**config.mk**
```make
export PLATFORM = sky130hd
export DESIGN_NAME = vga_timing_gen
export DESIGN_NICKNAME = d
export VERILOG_FILES = /design/src/rtl/vga_pkg.sv /design/src/rtl/vga_axis_counter.sv /design/src/rtl/vga_timing_gen.sv
export SDC_FILE = /design/constraint.sdc
export NUM_CORES = 1
export LEC_CHECK = 0
export ABC_AREA = 1
export BUFFER_PORTS_ARGS = -buffer_cell sky130_fd_sc_hd__buf_2
export CORE_UTILIZATION = 45
export DETAILED_ROUTE_END_ITERATION = 10
export GPL_TIMING_DRIVEN = 0
export HOLD_SLACK_MARGIN = 0.08
export PLACE_DENSITY = 0.73
export SYNTH_ARGS = -nofsm -noshare
export SYNTH_HDL_FRONTEND = slang
export SYNTH_SLANG_ARGS = --single-unit
```
**constraint.sdc**
```tcl
create_clock -name clk -period 2.5 [get_ports clk]
set_input_delay 0.5 -clock clk [delete_from_list [all_inputs] [get_ports clk]]
set_output_delay 0.5 -clock clk [all_outputs]
set_load 0.01 [all_outputs]
```
**src/rtl/vga_pkg.sv**
```systemverilog
// Shared VGA timing definitions: default 640x480@60 constants, a per-axis
// timing bundle and a ceil-log2 helper used to size the counters.
package vga_pkg;

   typedef struct packed {
      int unsigned sync;
      int unsigned bporch;
      int unsigned display;
      int unsigned fporch;
   } axis_timing_t;

   localparam int unsigned H_SYNCPULSE_DEF = 96;
   localparam int unsigned H_BPORCH_DEF    = 48;
   localparam int unsigned H_DISPLAY_DEF   = 640;
   localparam int unsigned H_FPORCH_DEF    = 16;
   localparam int unsigned V_SYNCPULSE_DEF = 2;
   localparam int unsigned V_BPORCH_DEF    = 33;
   localparam int unsigned V_DISPLAY_DEF   = 480;
   localparam int unsigned V_FPORCH_DEF    = 10;

   localparam axis_timing_t H_TIMING_DEF = '{
      sync: H_SYNCPULSE_DEF, bporch: H_BPORCH_DEF,
      display: H_DISPLAY_DEF, fporch: H_FPORCH_DEF};
   localparam axis_timing_t V_TIMING_DEF = '{
      sync: V_SYNCPULSE_DEF, bporch: V_BPORCH_DEF,
      display: V_DISPLAY_DEF, fporch: V_FPORCH_DEF};

   // Ceil-log2, never less than 1 so a width derived from it is always legal.
   function automatic int unsigned clog2(input int unsigned value);
      int unsigned w;
      w = 1;
      while ((64'd1 << w) < 64'(value)) w++;
      return w;
   endfunction

endpackage

```
**src/rtl/vga_axis_counter.sv**
```systemverilog
// One raster axis: counts sync, back porch, display, front porch and wraps.
// Used for both the horizontal (step = 1) and vertical (step = h wrap) axis.
module vga_axis_counter
   import vga_pkg::*;
#(
   parameter  int unsigned SYNC    = 96,
   parameter  int unsigned BPORCH  = 48,
   parameter  int unsigned DISPLAY = 640,
   parameter  int unsigned FPORCH  = 16,
   localparam int unsigned TOTAL   = SYNC + BPORCH + DISPLAY + FPORCH,
   localparam int unsigned CW      = clog2(TOTAL)
) (
   input  logic          clk,
   input  logic          rst,
   input  logic          step,
   output logic [CW-1:0] cnt,
   output logic          wrap,
   output logic          in_sync,
   output logic          in_display
);

   if (SYNC < 1 || BPORCH < 1 || DISPLAY < 1 || FPORCH < 1) begin : g_bad_timing
      $error("vga_axis_counter: every timing parameter must be >= 1");
   end

   localparam logic [CW-1:0] LAST      = CW'(TOTAL - 1);
   localparam logic [CW-1:0] DISP_LO   = CW'(SYNC + BPORCH);
   localparam logic [CW-1:0] DISP_HI   = CW'(SYNC + BPORCH + DISPLAY);
   localparam logic [CW-1:0] SYNC_END  = CW'(SYNC);

   // Region decode and wrap detect, all at full counter width.
   always_comb begin
      wrap       = step && (cnt == LAST);
      in_sync    = (cnt < SYNC_END);
      in_display = (cnt >= DISP_LO) && (cnt < DISP_HI);
   end

   // Position counter: advances on step, returns to 0 after the last position.
   always_ff @(posedge clk) begin
      if (rst) begin
         cnt <= '0;
      end else if (step) begin
         cnt <= wrap ? '0 : cnt + CW'(1);
      end
   end

endmodule

```
**src/rtl/vga_timing_gen.sv**
```systemverilog
// Parametrised VGA raster generator. Stage 0 presents a pixel request and
// coordinate one cycle ahead; stage 1 registers sync, de and colour so all
// pin outputs are mutually aligned.
// Optional macro VGA_TEST_PATTERN_EN adds input test_en, which replaces the
// incoming colour with 8 vertical bars.
module vga_timing_gen
   import vga_pkg::*;
#(
   parameter  int unsigned COLOR_W     = 1,
   parameter  int unsigned H_SYNCPULSE = H_SYNCPULSE_DEF,
   parameter  int unsigned H_BPORCH    = H_BPORCH_DEF,
   parameter  int unsigned H_DISPLAY   = H_DISPLAY_DEF,
   parameter  int unsigned H_FPORCH    = H_FPORCH_DEF,
   parameter  int unsigned V_SYNCPULSE = V_SYNCPULSE_DEF,
   parameter  int unsigned V_BPORCH    = V_BPORCH_DEF,
   parameter  int unsigned V_DISPLAY   = V_DISPLAY_DEF,
   parameter  int unsigned V_FPORCH    = V_FPORCH_DEF,
   parameter  int unsigned HSYNC_POL   = 0,
   parameter  int unsigned VSYNC_POL   = 0,
   localparam int unsigned H_TOTAL     = H_SYNCPULSE + H_BPORCH + H_DISPLAY + H_FPORCH,
   localparam int unsigned V_TOTAL     = V_SYNCPULSE + V_BPORCH + V_DISPLAY + V_FPORCH,
   localparam int unsigned XW          = clog2(H_DISPLAY),
   localparam int unsigned YW          = clog2(V_DISPLAY)
) (
   input  logic               clk,
   input  logic               rst,
`ifdef VGA_TEST_PATTERN_EN
   input  logic               test_en,
`endif
   input  logic [COLOR_W-1:0] rIn,
   input  logic [COLOR_W-1:0] gIn,
   input  logic [COLOR_W-1:0] bIn,
   output logic               pix_req,
   output logic [XW-1:0]      pix_x,
   output logic [YW-1:0]      pix_y,
   output logic               frame_start,
   output logic               hsync,
   output logic               vsync,
   output logic               de,
   output logic [COLOR_W-1:0] r,
   output logic [COLOR_W-1:0] g,
   output logic [COLOR_W-1:0] b
);

   localparam axis_timing_t H_T = '{
      sync: H_SYNCPULSE, bporch: H_BPORCH, display: H_DISPLAY, fporch: H_FPORCH};
   localparam axis_timing_t V_T = '{
      sync: V_SYNCPULSE, bporch: V_BPORCH, display: V_DISPLAY, fporch: V_FPORCH};

   localparam int unsigned HCW = clog2(H_TOTAL);
   localparam int unsigned VCW = clog2(V_TOTAL);
   localparam logic HS_ACT = 1'(HSYNC_POL);
   localparam logic VS_ACT = 1'(VSYNC_POL);

   logic [HCW-1:0]     h_cnt;
   logic [VCW-1:0]     v_cnt;
   logic               h_wrap, h_in_sync, h_in_display;
   logic               v_wrap_unused, v_in_sync, v_in_display;
   logic [COLOR_W-1:0] r_nxt, g_nxt, b_nxt;

   vga_axis_counter #(
      .SYNC(H_T.sync), .BPORCH(H_T.bporch), .DISPLAY(H_T.display), .FPORCH(H_T.fporch)
   ) u_h_axis (
      .clk(clk), .rst(rst), .step(1'b1),
      .cnt(h_cnt), .wrap(h_wrap), .in_sync(h_in_sync), .in_display(h_in_display)
   );

   vga_axis_counter #(
      .SYNC(V_T.sync), .BPORCH(V_T.bporch), .DISPLAY(V_T.display), .FPORCH(V_T.fporch)
   ) u_v_axis (
      .clk(clk), .rst(rst), .step(h_wrap),
      .cnt(v_cnt), .wrap(v_wrap_unused), .in_sync(v_in_sync), .in_display(v_in_display)
   );

   // Stage 0: request and coordinates straight from the counters.
   always_comb begin
      pix_req     = h_in_display && v_in_display;
      pix_x       = pix_req ? XW'(h_cnt - HCW'(H_SYNCPULSE + H_BPORCH)) : '0;
      pix_y       = pix_req ? YW'(v_cnt - VCW'(V_SYNCPULSE + V_BPORCH)) : '0;
      frame_start = (h_cnt == '0) && (v_cnt == '0);
   end

`ifdef VGA_TEST_PATTERN_EN
   logic [2:0] bar;
   localparam bit H_POW2 = ((H_DISPLAY & (H_DISPLAY - 1)) == 0) && (H_DISPLAY >= 8);
   if (H_POW2) begin : g_bar_bits
      assign bar = pix_x[XW-1 -: 3];
   end else begin : g_bar_cmp
      // Bar k starts where pix_x * 8 first reaches k * H_DISPLAY.
      always_comb begin
         bar = '0;
         for (int unsigned k = 1; k < 8; k++) begin
            if (32'(pix_x) * 8 >= k * H_DISPLAY) bar = 3'(k);
         end
      end
   end
`endif

   // Colour for the next registered cycle: blanked outside the visible area.
   always_comb begin
      r_nxt = '0;
      g_nxt = '0;
      b_nxt = '0;
      if (pix_req) begin
         r_nxt = rIn;
         g_nxt = gIn;
         b_nxt = bIn;
`ifdef VGA_TEST_PATTERN_EN
         if (test_en) begin
            r_nxt = {COLOR_W{bar[2]}};
            g_nxt = {COLOR_W{bar[1]}};
            b_nxt = {COLOR_W{bar[0]}};
         end
`endif
      end
   end

   // Stage 1: aligned sync, display enable and colour to the pins.
   always_ff @(posedge clk) begin
      if (rst) begin
         hsync <= ~HS_ACT;
         vsync <= ~VS_ACT;
         de    <= 1'b0;
         r     <= '0;
         g     <= '0;
         b     <= '0;
      end else begin
         hsync <= h_in_sync ? HS_ACT : ~HS_ACT;
         vsync <= v_in_sync ? VS_ACT : ~VS_ACT;
         de    <= pix_req;
         r     <= r_nxt;
         g     <= g_nxt;
         b     <= b_nxt;
      end
   end

endmodule

```
* Yosys cells after proc, flatten, opt, wreduce, memory -nomap -nowiden
Index checks and enable logic that the tools add are counted.
** Operators by class
- Order comparisons :: 6
- Multiply operators :: 0
- Eq/ne operators :: 2
- Bitwise operators :: 1
- Add/subtract/negate cells :: 4
- Divide/modulo/power cells :: 0
- Shift operators :: 0
- Reduce and logical (&&, ||, !) cells :: 9
- Mux-type cells :: 5
** Operators by type and width (count)
- $add A10 B1 Y10 const B :: 2
- $eq A10 B10 Y1 const B :: 2
- $logic_not A10 Y1 :: 2
- $lt A10 B10 Y1 const B :: 2
- $mux W10 :: 2
- $ge A10 B6 Y1 const B :: 1
- $ge A10 B8 Y1 const B :: 1
- $lt A10 B2 Y1 const B :: 1
- $lt A10 B7 Y1 const B :: 1
- $sub A10 B8 Y10 const B :: 1
- $mux W9 :: 1
- $sub A9 B6 Y9 const B :: 1
- $logic_and A1 B1 Y1 :: 5
- $reduce_or A2 Y1 :: 2
- $mux W1 :: 2
- $not A1 Y1 :: 1
** Storage, ports and cells
- Memories kept :: 0
- Latch bits :: 0
- Memory bits (writable) :: 0
- Bits in registers :: 26
- Bits in read-only memories :: 0

* Logic depth before layout (Yosys ltp)
- Word-level depth :: 5
- Depth in mapped cells :: 10

* By module
From an unflattened synthesis, not the netlist that was laid out.
** Second synthesis, totals
- Cells, all modules :: 286
- Area, all modules :: 1803.0 um2
** By module, submodules not included
- vga_axis_counter at u_v_axis :: cells an instance 93, seq. area each 200.2 um2, area each 620.6 um2, times used 1
- vga_timing_gen :: cells an instance 109, seq. area each 120.1 um2, area each 604.3 um2, times used 1
- vga_axis_counter at u_h_axis :: cells an instance 84, seq. area each 200.2 um2, area each 578.1 um2, times used 1

* Worst setup path before layout
OpenSTA, ideal clock, no wires.
- Path type :: flip-flop to output port
- From :: register u_h_axis.cnt[4]
- To :: output pix_x[6]
- Stages on the path, launching flop included :: 11
- Path slack :: 526 ps
- Arrival :: 1474 ps
- Required time :: 2000 ps
- Cells stage by stage :: dfxtp_1 > inv_1 > ha_1 > nand2_2 > nand2_2 > nand2_2 > nor2_2 > nor2_4 > nand3_2 > buf_6 > a21oi_2
** On the way
- Word-level cells in the longest chain between the ends :: 4
- Elaborated cells on any way between the ends :: 6
** Ends and longest elaborated chain
- start, declared :: line vga_axis_counter.sv:16 : output logic [CW-1:0] cnt,
- start signal, assigned :: line vga_axis_counter.sv:43 : cnt <= wrap ? '0 : cnt + CW'(1);
- $ge A10 B8 Y1 / $lt A10 B10 Y1 (equally long branches) :: line vga_axis_counter.sv:35 : in_display = (cnt >= DISP_LO) && (cnt < DISP_HI);
- $logic_and A1 B1 Y1 :: line vga_axis_counter.sv:35
- $logic_and A1 B1 Y1 :: line vga_timing_gen.sv:77 : pix_req = h_in_display && v_in_display;
- $mux W10 (*) :: line vga_timing_gen.sv:78 : pix_x = pix_req ? XW'(h_cnt - HCW'(H_SYNCPULSE + H_BPORCH)) : '0;
- end, declared :: line vga_timing_gen.sv:34 : output logic [XW-1:0] pix_x,
Every way passes the cells marked *; elsewhere a longest branch is shown, timed or not.

* Worst setup path in the final report
- From :: register u_h_axis.cnt[4]
- To :: output pix_x[3]
** On the way
- Word-level cells in the longest chain between the ends :: 4
- Elaborated cells on any way between the ends :: 5
** Ends and longest elaborated chain (line)
- $ge A10 B8 Y1 / $lt A10 B10 Y1 (equally long branches) :: vga_axis_counter.sv:35
- $logic_and A1 B1 Y1 (*) :: vga_axis_counter.sv:35
- $logic_and A1 B1 Y1 (*) :: vga_timing_gen.sv:77
- $mux W10 (*) :: vga_timing_gen.sv:78
Marks and branches as above.

==> flow_metrics.tcl <==
set metrics [dict create \
    place.gp.congestion 0.8695 \
    ys_ff_latch 26 \
    coreArea_mm2 0.003468 \
    die_y_um 63.22 \
    finalSetupTns_ns 0 \
    drc 0 \
    hold_start "gIn" \
    synthCells 251 \
    post-route-period-util 0.9525 \
    cts_tree "done" \
    synth_area_mm2 0.001687 \
    cp_max_fo 10 \
    clock_path_buffers 2 \
    fmax_mhz 420.0 \
    floorplan.initialDensity 0.4863 \
    placementRows 21 \
    hp-class "primary input to flop" \
    cts_sinks 26 \
    p_leak_nw 1.012 \
    finalHoldViolCount 0 \
    wl_per_cell_um 10.89 \
    synth_cell_type_count 28 \
    overflow 0 \
    first_pass_iters 5 \
    crit_family "simple AND/OR/NAND/NOR gates" \
    die_x_um 63.22 \
    synth_top_cell_area_share 0.3086 \
    yosysWarnings 0 \
    rsz0062_at_grt "no" \
    synth-seq-area-share 0.3086 \
    path_common_cell "nand2_2" \
    grt_usage 0.1945 \
    powerDensity_mw_per_mm2 409.6 \
    synth-simple-area-share 0.4073 \
    slowest_delay_ns 0.38 \
    post-dp-hpwl_um 2789 \
    grt_pass1_vias 1477 \
    crit_path_end_kind "output port" \
    synth_xor_xnor_area_share 0.05193 \
    clk-insertion-delay-late_ns 0.28 \
    numPortBuffers 31 \
    antenna_found_initial 0 \
    place_area_mm2 0.001899 \
    vias 1612 \
    clk_pin_slew_ns 0.10 \
    crit_slowest_cell "dfxtp_4" \
    syn_to_final_growth_pct 17.58 \
    root_buffer "clkbuf_8" \
    outcome "complete, no violations" \
    cp-startpoint "u_h_axis.cnt[4]" \
    r2r_setup_slack_ns 0.84 \
    die_area_mm2 0.003997 \
    avgSynthCellArea_um2 6.720 \
    antenna_cells 0 \
    r2r-start "u_h_axis.cnt[5]" \
    cts_buffers 3 \
    grt_max_degree 16 \
    first_iter_violations 74 \
    antenna_left 0 \
    skew_ns 0.009127 \
    yosys.area.top_type "dfxtp_1" \
    synthAdderAreaFrac 0.05935 \
    htreeDepth 1 \
    worst_setup_path_start_kind "flop" \
    grt_pass1_wl_um 6223 \
    synth_top_family_by_area "simple AND/OR/NAND/NOR gates" \
    critPathArrivalTime_ns 1.88 \
    final_max_slew_viol_count 0 \
    drive_above_1_share 0.2517 \
    cp.required_ns 2.00 \
    setup_viol 0 \
    nNetsFinal 300 \
    cap_violations 0 \
    cp_num_buf_inv 3 \
    synthTopCellsByArea "dfxtp_1 31%, nand2_1 11%, nor2_1 9.8%" \
    criticalPathCategory "flop to output port" \
    drt-vias-per-instance 4.855 \
    cp_cell_sequence "inv_1, ha_2, nand2_2, nand2_2, nand2_2, nor2_2, nor2_4, nand3_2, buf_6, nor2_2, buf_2" \
    routed_wirelength_um 3617 \
    synth_compound_area_frac 0.06306 \
    syn_nets 264 \
    ioPinCount 32 \
    p_total_mw 0.8122 \
    finalCriticalPeriod_ns 2.381 \
    worstMarginPinSlew_ns 0.3017 \
    fin_area_mm2 0.001983 \
    synth.area.mux_share 0 \
    max_slew_margin 0.7989 \
    peakVddDrop_mv 0.3219 \
]
## report_power, final
part           internal [mW]  switching [mW]  leakage (nW)  total (mW)
logic                 0.0130          0.0209         0.763      0.0339
registers              0.418         0.00387         0.213       0.422
clock network          0.215           0.141        0.0357       0.356
## stage by stage
stage                     cells    util  worst slack, ns  hold slack (ns)
after floorplan             251       -           0.5262           0.4300
after global placement      328  0.5476           0.2944           0.4515
after detailed placement    328  0.5476           0.2879           0.4546
after CTS                   332  0.5685          0.03606           0.4192
after global routing        332  0.5718         0.003847           0.4228
final                       332  0.5718           0.1188           0.4176
## repair_timing
item	CTS	global route
hold endpoints to repair	0	0
setup buffers	0	0
cloned	0	0
endpoints found under the setup margin	6	20
resized for setup	1	6
hold buffers	0	0
## cell usage in the layout (no fill, tap or decap), drive strengths merged
cell    count
a21oi      12
a31oi       1
buf        35
bufinv      1
clkbuf      3
dfxtp      26
ha          8
inv        39
nand2      55
nand3      16
nand3b      1
nand4       7
nor2       58
nor3        5
nor3b       1
nor4        2
o21a        1
o21ai       3
o22ai       1
or2         1
xor2       10
## path summary, 6_finish.rpt
check	endpoint	cells after the start
setup reg to reg	u_v_axis.cnt[3]	8
hold reg to reg	u_h_axis.cnt[0]	1
setup / recovery	pix_x[3]	11
hold / removal	g	3
## sequential cells by signal, indices dropped and copies added (netlist names)
name          flops
g                 1
hsync             1
u_h_axis.cnt     10
u_v_axis.cnt     10
vsync             1
r                 1
de                1
b                 1
## final cells by class
class                      instances  area (µm²)
buffer                             4       38.79
clock buffer                       3       41.29
clock inverter                     1       30.03
fill                             350        1485
inverter                          39       146.4
multi-input combinational        182       985.9
sequential                        26       528.0
tap                               46       57.56
timing repair buffer              31       155.1
## metal layers
layer,global-route usage,vias to the layer above,share of wire,wire length [µm]
li1,-,850,-,-
met1,0.2439,709,0.49,1759
met2,0.3306,47,0.45,1634
met3,0.03986,6,0.047,169
met4,0.06250,0,0.015,53
met5,0,-,0,0
## kinds of logic after synthesis
family,after synthesis
compound gates,18
flops,26
simple gates,146
buf+inv,43
xor+xnor,10
fa+ha+maj,8
## cells in the mapped netlist
cell type   n
o21ai_2     1
nand3b_1    1
a31oi_1     1
nor2_4      3
nor3b_1     1
nand3_1    13
nor3_1      4
nand3_2     3
o21ai_0     2
inv_2       1
nor2_1     44
nor4_1      2
o21a_1      1
or2_2       1
inv_1      38
dfxtp_1    26
xor2_1     10
nand4_1     7
nand2_1    51
nor3_2      1
buf_6       3
o22ai_1     1
ha_1        8
a21oi_2     2
nor2_2     11
buf_2       1
nand2_2     4
a21oi_1    10
## worst register-to-register path: stages (launching register included)
cell and delay [ns]:
dfxtp_2 0.35, inv_1 0.11, ha_1 0.19, inv_1 0.06, nor3_2 0.19, nand3_1 0.21, nor2_1 0.19, xor2_1 0.20
nor2_1 0.05
(Power assumes the default switching activity.)
